File: config.mk
export PLATFORM = sky130hd
export DESIGN_NAME = tinker_fetch_queue
export DESIGN_NICKNAME = d
export VERILOG_FILES = /design/src/rtl/tinker_pkg.sv /design/src/rtl/fetch_ring_buffer.sv /design/src/rtl/tinker_fetch_queue.sv
export SDC_FILE = /design/constraint.sdc
export NUM_CORES = 1
export LEC_CHECK = 0
export CORE_ASPECT_RATIO = 0.5
export CORE_MARGIN = 2
export CORE_UTILIZATION = 44
export CTS_BUF_LIST = sky130_fd_sc_hd__clkbuf_16
export DETAILED_ROUTE_END_ITERATION = 16
export GPL_ROUTABILITY_DRIVEN = 0
export MAX_ROUTING_LAYER = met4
export PLACE_DENSITY_LB_ADDON = 0.05
export SLEW_MARGIN = 5
export SYNTH_ARGS = -nofsm -noshare
export SYNTH_HDL_FRONTEND = slang
export SYNTH_HIERARCHICAL = 1
export SYNTH_SLANG_ARGS = --single-unit
File: constraint.sdc
create_clock -name clk -period 13.95 [get_ports clk]
set_clock_uncertainty 0.15 [all_clocks]
set_input_delay 4.185 -clock clk [delete_from_list [all_inputs] [get_ports clk]]
set_output_delay 4.185 -clock clk [all_outputs]
set_load 0.03 [all_outputs]
File: src/rtl/tinker_pkg.sv
// Shared definitions for the Tinker fetch front end: reset/halt constants
// and the {pc, instruction} entry carried through the fetch queue.
package tinker_pkg;

  localparam logic [4:0]  HALT_OP  = 5'h0f;
  localparam logic [63:0] RESET_PC = 64'h2000;

  typedef struct packed {
    logic [63:0] pc;
    logic [31:0] instr;
  } fetch_entry_t;

endpackage

File: src/rtl/fetch_ring_buffer.sv
// Circular buffer of fetch entries with a synchronous flush.
// The head reads as all-zero whenever the buffer is empty.
module fetch_ring_buffer
  import tinker_pkg::*;
#(
  parameter int DEPTH = 4,
  localparam int PW = $clog2(DEPTH),
  localparam int CW = PW + 1
) (
  input  logic         clk,
  input  logic         reset,
  input  logic         push,
  input  fetch_entry_t push_entry,
  input  logic         pop,
  input  logic         flush,
  output logic         head_valid,
  output fetch_entry_t head,
  output logic [CW-1:0] count
);

  fetch_entry_t  mem_q [DEPTH];
  logic [PW-1:0] rd_ptr_q, rd_ptr_d;
  logic [PW-1:0] wr_ptr_q, wr_ptr_d;
  logic [CW-1:0] count_q, count_d;
  logic          do_push, do_pop;

  // Flush wins over any push or pop presented in the same cycle.
  assign do_push = push & ~flush;
  assign do_pop  = pop & (count_q != '0) & ~flush;

  always_comb begin
    rd_ptr_d = rd_ptr_q;
    wr_ptr_d = wr_ptr_q;
    count_d  = count_q;
    if (flush) begin
      rd_ptr_d = '0;
      wr_ptr_d = '0;
      count_d  = '0;
    end else begin
      if (do_push) wr_ptr_d = wr_ptr_q + 1'b1;
      if (do_pop)  rd_ptr_d = rd_ptr_q + 1'b1;
      case ({do_push, do_pop})
        2'b10:   count_d = count_q + 1'b1;
        2'b01:   count_d = count_q - 1'b1;
        default: count_d = count_q;
      endcase
    end
  end

  always_ff @(posedge clk or posedge reset) begin
    if (reset) begin
      rd_ptr_q <= '0;
      wr_ptr_q <= '0;
      count_q  <= '0;
    end else begin
      rd_ptr_q <= rd_ptr_d;
      wr_ptr_q <= wr_ptr_d;
      count_q  <= count_d;
    end
  end

  // Storage needs no reset: the count gates every read of it.
  always_ff @(posedge clk) begin
    if (do_push) mem_q[wr_ptr_q] <= push_entry;
  end

  assign head_valid = (count_q != '0);
  assign head       = head_valid ? mem_q[rd_ptr_q] : '0;
  assign count      = count_q;

endmodule

File: src/rtl/tinker_fetch_queue.sv
// Tinker instruction-fetch front end: owns the fetch PC and halt flag and
// streams {pc, instr} pairs to decode through a small ring buffer.
module tinker_fetch_queue #(
  parameter int          DEPTH    = 4,
  parameter logic [63:0] RESET_PC = tinker_pkg::RESET_PC,
  parameter logic [4:0]  HALT_OP  = tinker_pkg::HALT_OP
) (
  input  logic                   clk,
  input  logic                   reset,
  output logic                   imem_en,
  output logic [63:0]            imem_addr,
  input  logic [31:0]            imem_rdata,
  input  logic                   redirect_valid,
  input  logic [63:0]            redirect_pc,
  output logic                   out_valid,
  input  logic                   out_ready,
  output logic [63:0]            out_pc,
  output logic [31:0]            out_instr,
  output logic                   fetch_halted,
  output logic [$clog2(DEPTH):0] occupancy
);

  import tinker_pkg::*;

  localparam int CW = $clog2(DEPTH) + 1;
  localparam logic [CW-1:0] DEPTH_C = CW'(DEPTH);

  // Handshake: decode takes the head on any cycle where out_valid and
  // out_ready are both high; out_* never change combinationally with out_ready.
  logic [63:0]   pc_q, pc_d;
  logic          halted_q, halted_d;
  logic          pop, push;
  logic [CW-1:0] count;
  fetch_entry_t  push_entry, head;

  assign pop  = out_valid & out_ready;
  assign push = ~reset & ~halted_q & ~redirect_valid & ((count < DEPTH_C) | pop);

  assign push_entry.pc    = pc_q;
  assign push_entry.instr = imem_rdata;

  always_comb begin
    pc_d     = pc_q;
    halted_d = halted_q;
    if (redirect_valid) begin
      pc_d     = {redirect_pc[63:2], 2'b00};
      halted_d = 1'b0;
    end else if (push) begin
      pc_d = pc_q + 64'd4;
      if (imem_rdata[31:27] == HALT_OP) halted_d = 1'b1;
    end
  end

  always_ff @(posedge clk or posedge reset) begin
    if (reset) begin
      pc_q     <= RESET_PC;
      halted_q <= 1'b0;
    end else begin
      pc_q     <= pc_d;
      halted_q <= halted_d;
    end
  end

  fetch_ring_buffer #(.DEPTH(DEPTH)) u_ring (
    .clk        (clk),
    .reset      (reset),
    .push       (push),
    .push_entry (push_entry),
    .pop        (pop),
    .flush      (redirect_valid),
    .head_valid (out_valid),
    .head       (head),
    .count      (count)
  );

  assign imem_en      = push;
  assign imem_addr    = pc_q;
  assign out_pc       = head.pc;
  assign out_instr    = head.instr;
  assign fetch_halted = halted_q;
  assign occupancy    = count;

endmodule

; ---- Word level (Yosys, flattened, before mapping)
; Memories as Yosys holds them, arrays and structs flattened.
; Cells that the tools add are included.
[totals]
reg_bits = 72
latch_bits = 0
ramBits = 384
rom_bits = 0
in_bits = 100
out_inout_bits = 166
word_cells = 47
n_memories = 1
[memory_table]
columns = memory, depth, width, read_ports, rd_clocked_by_memory_dff, wr, line
row1 = u_ring.mem_q, 4, 96, 1, 0, 1, fetch_ring_buffer.sv:21  ; fetch_entry_t mem_q [DEPTH];
[classes]
add_sub_neg = 5
n_mul = 0
n_div = 0
magnitude_cmp = 1
eq_ne = 3
shifts = 0
mux = 14
bitwise = 11
reduce_logical = 7
[op_table]
columns = op, n
row1 = 64-bit two-way mux, 2
row2 = 96-bit two-way mux, 1
row3 = 64-bit by 3-bit adder with 64-bit output (second input constant), 1
row4 = 2-bit two-way mux, 4
row5 = 2-bit nonzero test, 4
row6 = 1-bit AND, 7
row7 = 3-bit one-hot mux with 2 select lines, 1
row8 = 3-bit nonzero test, 2
row9 = 5-bit by 4-bit equality test with 1-bit output (second input constant), 1
row10 = 1-bit two-way mux, 5
row11 = 2-bit by 1-bit adder with 2-bit output (second input constant), 2
row12 = 3-bit by 1-bit adder with 3-bit output (second input constant), 1
row13 = 3-bit less-than comparator (second input constant), 1
row14 = 3-bit two-way mux, 1
row15 = 1-bit NOT, 3
row16 = 3-bit by 1-bit subtractor with 3-bit output (second input constant), 1
row17 = 2-bit by 1-bit equality test with 1-bit output (second input constant), 1
row18 = 2-bit equality test (second input constant), 1
row19 = 2-bit AND reduction, 1
row20 = 1-bit OR, 1

; ---- Longest topological paths before layout
; Gate-level depths: netlist of the first run.
[depth]
ltp_word = 8
ltp_mapped = 15

; ---- By module
; The synthesis of the first run kept the hierarchy.
[by_module_without_submodules]
columns = module, n_inst, cells_per_inst, area_each_um2, seq_area_each_um2
row1 = fetch_ring_buffer, 1, 657, 14949.3, 11706.2
row2 = tinker_fetch_queue, 1, 468, 3972.6, 1577.8

; ---- Worst setup path before layout of the first run
; Ideal clock, no wire load.
[synth_path]
kind = input port to output port
from = input port redirect_valid
to = output port imem_en
t_arrival_ps = 5400
t_required_ps = 9615
slack_ps = 4215
stages = 6
n_path_buf = 3
cell_sequence = or3_1 > or2_1 > clkbuf_1 > inv_1 > buf_4 > buf_2
[synth_via]
elab_chain_cells = 3
[synth_rtl]
columns = item, line
row1 = from (decl), tinker_fetch_queue.sv:13  ; input logic redirect_valid,
row2 = 1-bit NOT, tinker_fetch_queue.sv:37  ; assign push = ~reset & ~halted_q & ~redirect_valid & ((count < DEPTH_C) | pop);
row3 = 1-bit AND (2 in a row), tinker_fetch_queue.sv:37
row4 = to (decl), tinker_fetch_queue.sv:10  ; output logic imem_en,
; Every way passes these cells.

; ---- Final worst setup path of the first run
[layout_path]
from = input port out_ready
to = output port imem_en
[layout_via]
elab_chain_cells = 3
[layout_rtl]
columns = item, line
row1 = from (decl), tinker_fetch_queue.sv:16  ; input logic out_ready,
row2 = 1-bit AND, tinker_fetch_queue.sv:36  ; assign pop = out_valid & out_ready;
row3 = 1-bit OR, tinker_fetch_queue.sv:37
row4 = 1-bit AND, tinker_fetch_queue.sv:37
; Every way passes these cells.

==> metrics.txt, run 1 <==
Power, Total=3.17 mW; # Max-Cap Violations=0; post-route design area=around 23000 µm²; maximum fanout along the worst path=17; cell type of the slowest stage on the worst timing path=clkdlybuf4s50_1; initial antenna violation count=2; flops & latches, synth=454; buffers from clock root to sink, at most=3; cell count after synthesis=1125; number of failing setup endpoints in the final timing report=0; clock buffers created by TritonCTS=42; status=finished, final reports clean; post-synthesis async set-or-reset flop share=between 10% and 20%; Remaining DRCs=0; Post-CTS Setup Inserts=0; synth-to-layout area growth=24.1%; post-detailed-routing wire length=46400 µm; Leakage=approximately 7.7 nW; data arrival at the endpoint of the critical path=6.47 ns; Port-buffer cells=261; Cell Pwr Density=135 nW/µm²; final non-filler cell total=2004; worst path bufs/invs=4; share of cells above drive strength 1=14.8%; most common cell after layout, fill and taps aside=edfxtp_1; Primary FF master, synth=edfxtp_1; count of final max-slew check failures=0; Worst Hold Slack=0.429 ns; fraction of the cycle the final worst path needs=approximately 77%; Synth warnings=6; final hold viol count=0; crit path capture type=primary output; Placement Cell Area=22100 µm²; cell breakdown of the critical path=clkdlybuf4s50_1 -> a21boi_1 -> buf_4 -> or2_1 -> inv_1 -> clkdlybuf4s50_1; number of enable flip-flop cells after synthesis=384; unrepaired setup endpoints after global routing=no; Max transition margin=between 20% and 30%; I/O pins=266; post-CTS sizing=0; total via count after detailed routing=11200; total number of H-tree levels=2; maximum clock rate=about 0.09 GHz; vias per inst=5.60; critical path class=input pin to primary output; nets@finish=1498; CTS tree=built; most frequent cells in the layout=edfxtp_1 (384), clkdlybuf4s50_1 (260), and2_1 (99); transition time at the pin with the least slew margin=between 1 and 1.5 ns; aggregate global-route resource usage=21.3%; count of placed standard cells including taps=a little under 2000; longest individual stage delay on the worst path=0.63 ns; number of hold buffers added after CTS=0; most used cell along the critical path=clkdlybuf4s50_1; clock-pin slew of the registers on the worst-case setup and hold paths=around 0.06 ns; initial drt markers=between 700 and 800; kind of start point of the critical path=input pin; CP top delay family=buffers and inverters; unique cell type count in the Yosys netlist=59; average instance area after synthesis=16.8 µm²; Netlist Area Pre-Place=18900 µm²; total gr overflow=0; Starting Density=between 40% and 50%; placed wire-length estimate=roughly 28000 µm; detailed-router iteration count before antenna repair=5; x dimension of the die=297 µm; vias in the first global route=11500; peak ir drop on the vdd network=approximately 0.000074 V; Cell Rows=53; core region area=~42000 µm²; root buffer cell=clkbuf_16; pin count of the biggest net entering global routing=100; area of the die=44800 µm²; worst skew pair latency=approximately 0.55 ns; TritonCTS sink count=~450; clock period minus final worst setup slack=10.81 ns; wire length of the first global-routing pass=69400 µm; total negative slack for setup checks=0 ns; sequential element share of the synthesized area=between 70% and 80%; antenna-violating nets left=0; overall die height=~150 µm; worst min-delay path class=flip-flop to flip-flop; worst path required time=9.61 ns; average wire per cell in the routed design=23.1 µm
synth_stat cells, types with 4 or more instances:
| library cell | n | share of area (%) |
|---|---|---|
| or2_2 | 5 | 0.17 |
| nand4_1 | 44 | 1.5 |
| nor2_1 | 29 | 0.58 |
| a31oi_1 | 11 | 0.36 |
| dfrtp_1 | 69 | 9.1 |
| nor4_1 | 10 | 0.33 |
| xnor2_1 | 9 | 0.42 |
| buf_2 | 18 | 0.48 |
| xor2_1 | 21 | 0.97 |
| nand2_1 | 77 | 1.5 |
| ha_1 | 5 | 0.33 |
| and4_1 | 4 | 0.19 |
| and2_1 | 103 | 3.4 |
| inv_1 | 13 | 0.26 |
| clkbuf_1 | 34 | 0.67 |
| mux4_2 | 96 | 11 |
| nand3_1 | 31 | 0.82 |
| nor3_1 | 14 | 0.37 |
| o211ai_1 | 17 | 0.67 |
| o311ai_0 | 16 | 0.74 |
| o21ai_0 | 29 | 0.77 |
| and3_1 | 6 | 0.20 |
| edfxtp_1 | 384 | 61 |
| a31o_2 | 4 | 0.19 |
| or4_1 | 5 | 0.20 |
| or3_1 | 12 | 0.40 |
| o31ai_1 | 6 | 0.24 |
power by group:
group,internal [mW],switching (mW),leakage (nW)
Clock,0.656,0.497,0.710
Combinational,0.185,0.248,2.63
Sequential,1.52,0.0619,4.33
Total,2.36,0.807,7.67
through the flow:
step	setup slack (ns)	util [%]
global route	3.04	55.7
CTS	3.15	55.7
finish	3.14	55.7
global placement	3.14	52.4
floorplan	4.21	-
detailed placement	3.14	52.4
worst min-delay path: stages, from the launching register on:
cell and delay [ns]:
dfrtp_1 0.40, a21oi_1 0.06, nor2_1 0.08
cell type report:
class	instances	area, µm²
flip-flops and latches	454	13300
diodes	2	5.00
inverters	13	48.8
fillers	3437	18700
clock buffers	43	1080
multi-input cells	605	5330
well taps	577	722
clock inverters	34	292
repair buffers	276	2720
kinds of logic (layout without fill, tap and decap cells):
| group | Yosys count | in the layout | share of synthesized area [%] |
|---|---|---|---|
| AOI/OAI and AO/OA | 95 | 95 | 3.47 |
| buffers and inverters | 75 | 366 | 1.87 |
| adders and majority gates | 6 | 6 | 0.436 |
| and+or+nand+nor | 363 | 363 | 10.9 |
| muxes | 101 | 101 | 11.7 |
| other | 1 | 12 | 0.0198 |
| DFF | 454 | 454 | 70.2 |
| xor gates and xnor gates | 30 | 30 | 1.39 |
state kept, by name, indices dropped and copies added, names as in the netlist:
signal,flops
u_ring/mem_q,384
imem_addr,62
u_ring/count,3
u_ring/rd_ptr_q,2
u_ring/wr_ptr_q,2
fetch_halted,1
worst paths after layout:
path                            startpoint  cells past startpoint                  end  slack, ns
max in group asynchronous            reset                      3        imem_addr[61]       8.68
min in group asynchronous            reset                      2   u_ring/wr_ptr_q[0]       3.86
min reg2reg                   fetch_halted                      2         fetch_halted       0.43
min                           fetch_halted                      2         fetch_halted       0.43
max                              out_ready                      6              imem_en       3.14
max reg2reg                u_ring/count[0]                      9  u_ring/mem_q[2][17]       9.39
layer usage:
layer / global-route usage [%] / vias up / wire, µm
met4: 5.68 / 0 / 923
li1: - / 4990 / -
met1: 28.3 / 5923 / 20400
met3: 3.17 / 54 / 1840
met5: - / - / 0
met2: 34.9 / 261 / 23300
No activity file was read; power rests on OpenSTA's default activity.
==> inputs of run 2 (changes only) <==
clock period = 8.9 ns   (was 13.95 ns; I/O delays follow)
==> run 2 against run 1 <==
Critical path depth down 1. Setup slack worse by 2.0 ns. Die area unchanged. Sequential share of layout area up 0.10 points. Power up 54%. Flip-flop and latch count unchanged. Largest cell class unchanged. Cell count about the same. First-iteration DRC count up 15%. Largest power group unchanged.
==> metrics.txt, run 2 (synthesis results as in run 1) <==
cell type of the slowest stage on the worst timing path=clkdlybuf4s50_1 (unchanged); final non-filler cell total=2006 (was 2004); count of final max-slew check failures=0 (unchanged); post-route setup slack=1.17 ns (was 3.14 ns); aggregate global-route resource usage=21.4% (was 21.3%); post-CTS sizing=0 (unchanged); Remaining DRCs=0 (unchanged); clock buffers created by TritonCTS=42 (unchanged); switching component of the power=1.26 mW (was 0.807 mW); data arrival at the endpoint of the critical path=4.91 ns (was 6.47 ns); # Max-Cap Violations=0 (unchanged); TritonCTS sink count=454 (unchanged); Combinational Power Share=13.9% (was 13.7%); detailed-router iteration count before antenna repair=5 (unchanged); utilization after layout=55.6% (was 55.7%); average wire per cell in the routed design=23.2 µm (was 23.1 µm); worst path bufs/invs=3 (was 4); area of the die=44800 µm² (unchanged); vias in the first global route=11600 (was 11500); fraction of the cycle the final worst path needs=86.9%; placed wire-length estimate=28400 µm (was 28200 µm); clock period minus final worst setup slack=7.73 ns; worst min-delay path class=flip-flop to flip-flop (unchanged); transition time at the pin with the least slew margin=1.03 ns (was 1.14 ns); share of cells above drive strength 1=14.2% (was 14.8%); post-detailed-routing wire length=46500 µm (was 46400 µm); kind of start point of the critical path=input pin (unchanged); synth-to-layout area growth=23.9% (was 24.1%); part of the total power dissipated in the clock network=35.4% (was 36.4%); initial antenna violation count=2 (unchanged); placement-stage worst setup slack=1.15 ns (was 3.14 ns); maximum fanout along the worst path=17 (unchanged); core region area=42200 µm² (unchanged); Port-buffer cells=261 (unchanged); total via count after detailed routing=11200 (about the same); crit path capture type=primary output (unchanged); total negative slack for setup checks=0 ns (unchanged); CP top delay family=buffers and inverters (unchanged); Cell Rows=53 (unchanged); share of power burned in registers=50.7% (was 49.9%); post-route design area=23400 µm² (was 23500 µm²); switching portion of total power=25.7% (was 25.5%); CTS tree=built (unchanged); most common cell after layout, fill and taps aside=edfxtp_1 (unchanged); pin count of the biggest net entering global routing=91 (was 100); peak ir drop on the vdd network=0.000162 V (was 0.0000738 V); number of flip-flops in the largest register=384 (unchanged); overall die height=151 µm (unchanged); register ranked first by flip-flop count=u_ring/mem_q (unchanged); number of hold buffers added after CTS=0 (unchanged); critical path class=input pin to primary output (unchanged); maximum clock rate=between 0.1 and 0.15 GHz; clock-pin slew of the registers on the worst-case setup and hold paths=0.07 ns (was 0.06 ns); nets@finish=1501 (was 1498); total gr overflow=0 (unchanged); initial drt markers=889 (was 774); I/O pins=266 (unchanged); Max transition margin=31.3% (was 24.1%); most frequent cells in the layout=edfxtp_1 (384), clkdlybuf4s50_1 (260), and2_1 (99) (unchanged); antenna-violating nets left=0 (unchanged); vias per inst=5.59 (was 5.60); wire length of the first global-routing pass=70100 µm (was 69400 µm); Cell Pwr Density=209 nW/µm² (was 135 nW/µm²); most used cell along the critical path=clkdlybuf4s50_1 (unchanged); root buffer cell=clkbuf_16 (unchanged); cell breakdown of the critical path=clkdlybuf4s50_1 -> or3_1 -> or2_1 -> inv_1 -> clkdlybuf4s50_1 (was clkdlybuf4s50_1 -> a21boi_1 -> buf_4 -> or2_1 -> inv_1 -> clkdlybuf4s50_1); internal power summed over all cells=3.63 mW (was 2.36 mW); total number of H-tree levels=2 (unchanged); Post-CTS Setup Inserts=0 (unchanged); fill cell count=3434 (was 3437); Starting Density=44.9% (unchanged); number of failing setup endpoints in the final timing report=0 (unchanged); worst path required time=6.08 ns (was 9.61 ns); Leakage=7.67 nW (about the same); buffers from clock root to sink, at most=3 (unchanged); x dimension of the die=297 µm (unchanged); longest individual stage delay on the worst path=0.69 ns (was 0.63 ns); r2r setup slk=4.11 ns (was 9.39 ns); unrepaired setup endpoints after global routing=no (unchanged); Placement Cell Area=22200 µm² (was 22100 µm²); final hold viol count=0 (unchanged); worst skew pair latency=0.55 ns (about the same); count of placed standard cells including taps=1928 (was 1925); status=finished, final reports clean (unchanged)
-- run 2: changes by cell type in the layout (fill, tap and decap cells not counted) --
| cell | change |
|---|---|
| inv_1 | +9 |
| inv_2 | -1 |
| bufinv_16 | -2 |
| clkinvlp_4 | -1 |
| buf_4 | +2 |
| inv_8 | -1 |
| clkinv_2 | -6 |
| inv_4 | -1 |
| clkinv_1 | +2 |
| buf_12 | +1 |
-- run 2: per-stage QoR --
| step | hold slack, ns | total power, mW |
|---|---|---|
| 2_1_floorplan | 0.388 | 2.88 |
| 3_3_place_gp | 0.414 | 3.20 |
| 3_5_place_dp | 0.409 | 3.21 |
| 4_1_cts | 0.427 | 4.94 |
| 5_1_grt | 0.432 | 5.08 |
| 6_report | 0.425 | 4.89 |
-- run 2: layout make-up --
| type | count | area, µm² | share of cell area [%] |
|---|---|---|---|
| flip-flops and latches | 454 | 13300 | 56.7 |
| multi-input cells | 605 | 5330 | 22.7 |
| repair buffers | 279 | 2760 | 11.8 |
| clock buffers | 43 | 1080 | 4.59 |
| well taps | 577 | 722 | 3.08 |
| clock inverters | 33 | 214 | 0.913 |
| inverters | 13 | 48.8 | 0.208 |
| diodes | 2 | 5.00 | 0.0213 |
-- run 2: worst paths after layout --
check                                      endpoint       startpoint  depth (start not counted)
worst max-delay path                        imem_en            reset                          5
worst min-delay path            u_ring/mem_q[1][45]    imem_addr[13]                          0
worst max register to register  u_ring/mem_q[2][60]  u_ring/count[0]                          9
worst min register to register  u_ring/mem_q[1][45]    imem_addr[13]                          0
max in group asynchronous             imem_addr[62]            reset                          3
min in group asynchronous           u_ring/count[1]            reset                          2
-- run 2: power by group through the flow --
| stage | clock network (mW) | logic (mW) | registers [mW] |
|---|---|---|---|
| 3_5_place_dp | 0 | 0.688 | 2.52 |
| 2_1_floorplan | 0 | 0.338 | 2.54 |
| 6_report | 1.73 | 0.679 | 2.48 |
| 5_1_grt | 1.87 | 0.719 | 2.49 |
| 3_3_place_gp | 0 | 0.685 | 2.52 |
| 4_1_cts | 1.77 | 0.692 | 2.48 |
-- run 2: worst reg2reg max path: cells and delay by family (launching register included) --
kind	cells	cell delay, ns
AOI/OAI and AO/OA	1	0.15
DFF	1	0.52
buffers and inverters	4	1.29
and+or+nand+nor	4	2.31
-- run 2: routing by layer --
metal / global-route usage [%] / vias to the layer above / wire length (µm)
met5: - / - / 0
met4: 4.82 / 0 / 757
met3: 3.30 / 55 / 1980
met2: 35.0 / 269 / 23300
met1: 28.7 / 5913 / 20500
li1: - / 4983 / -
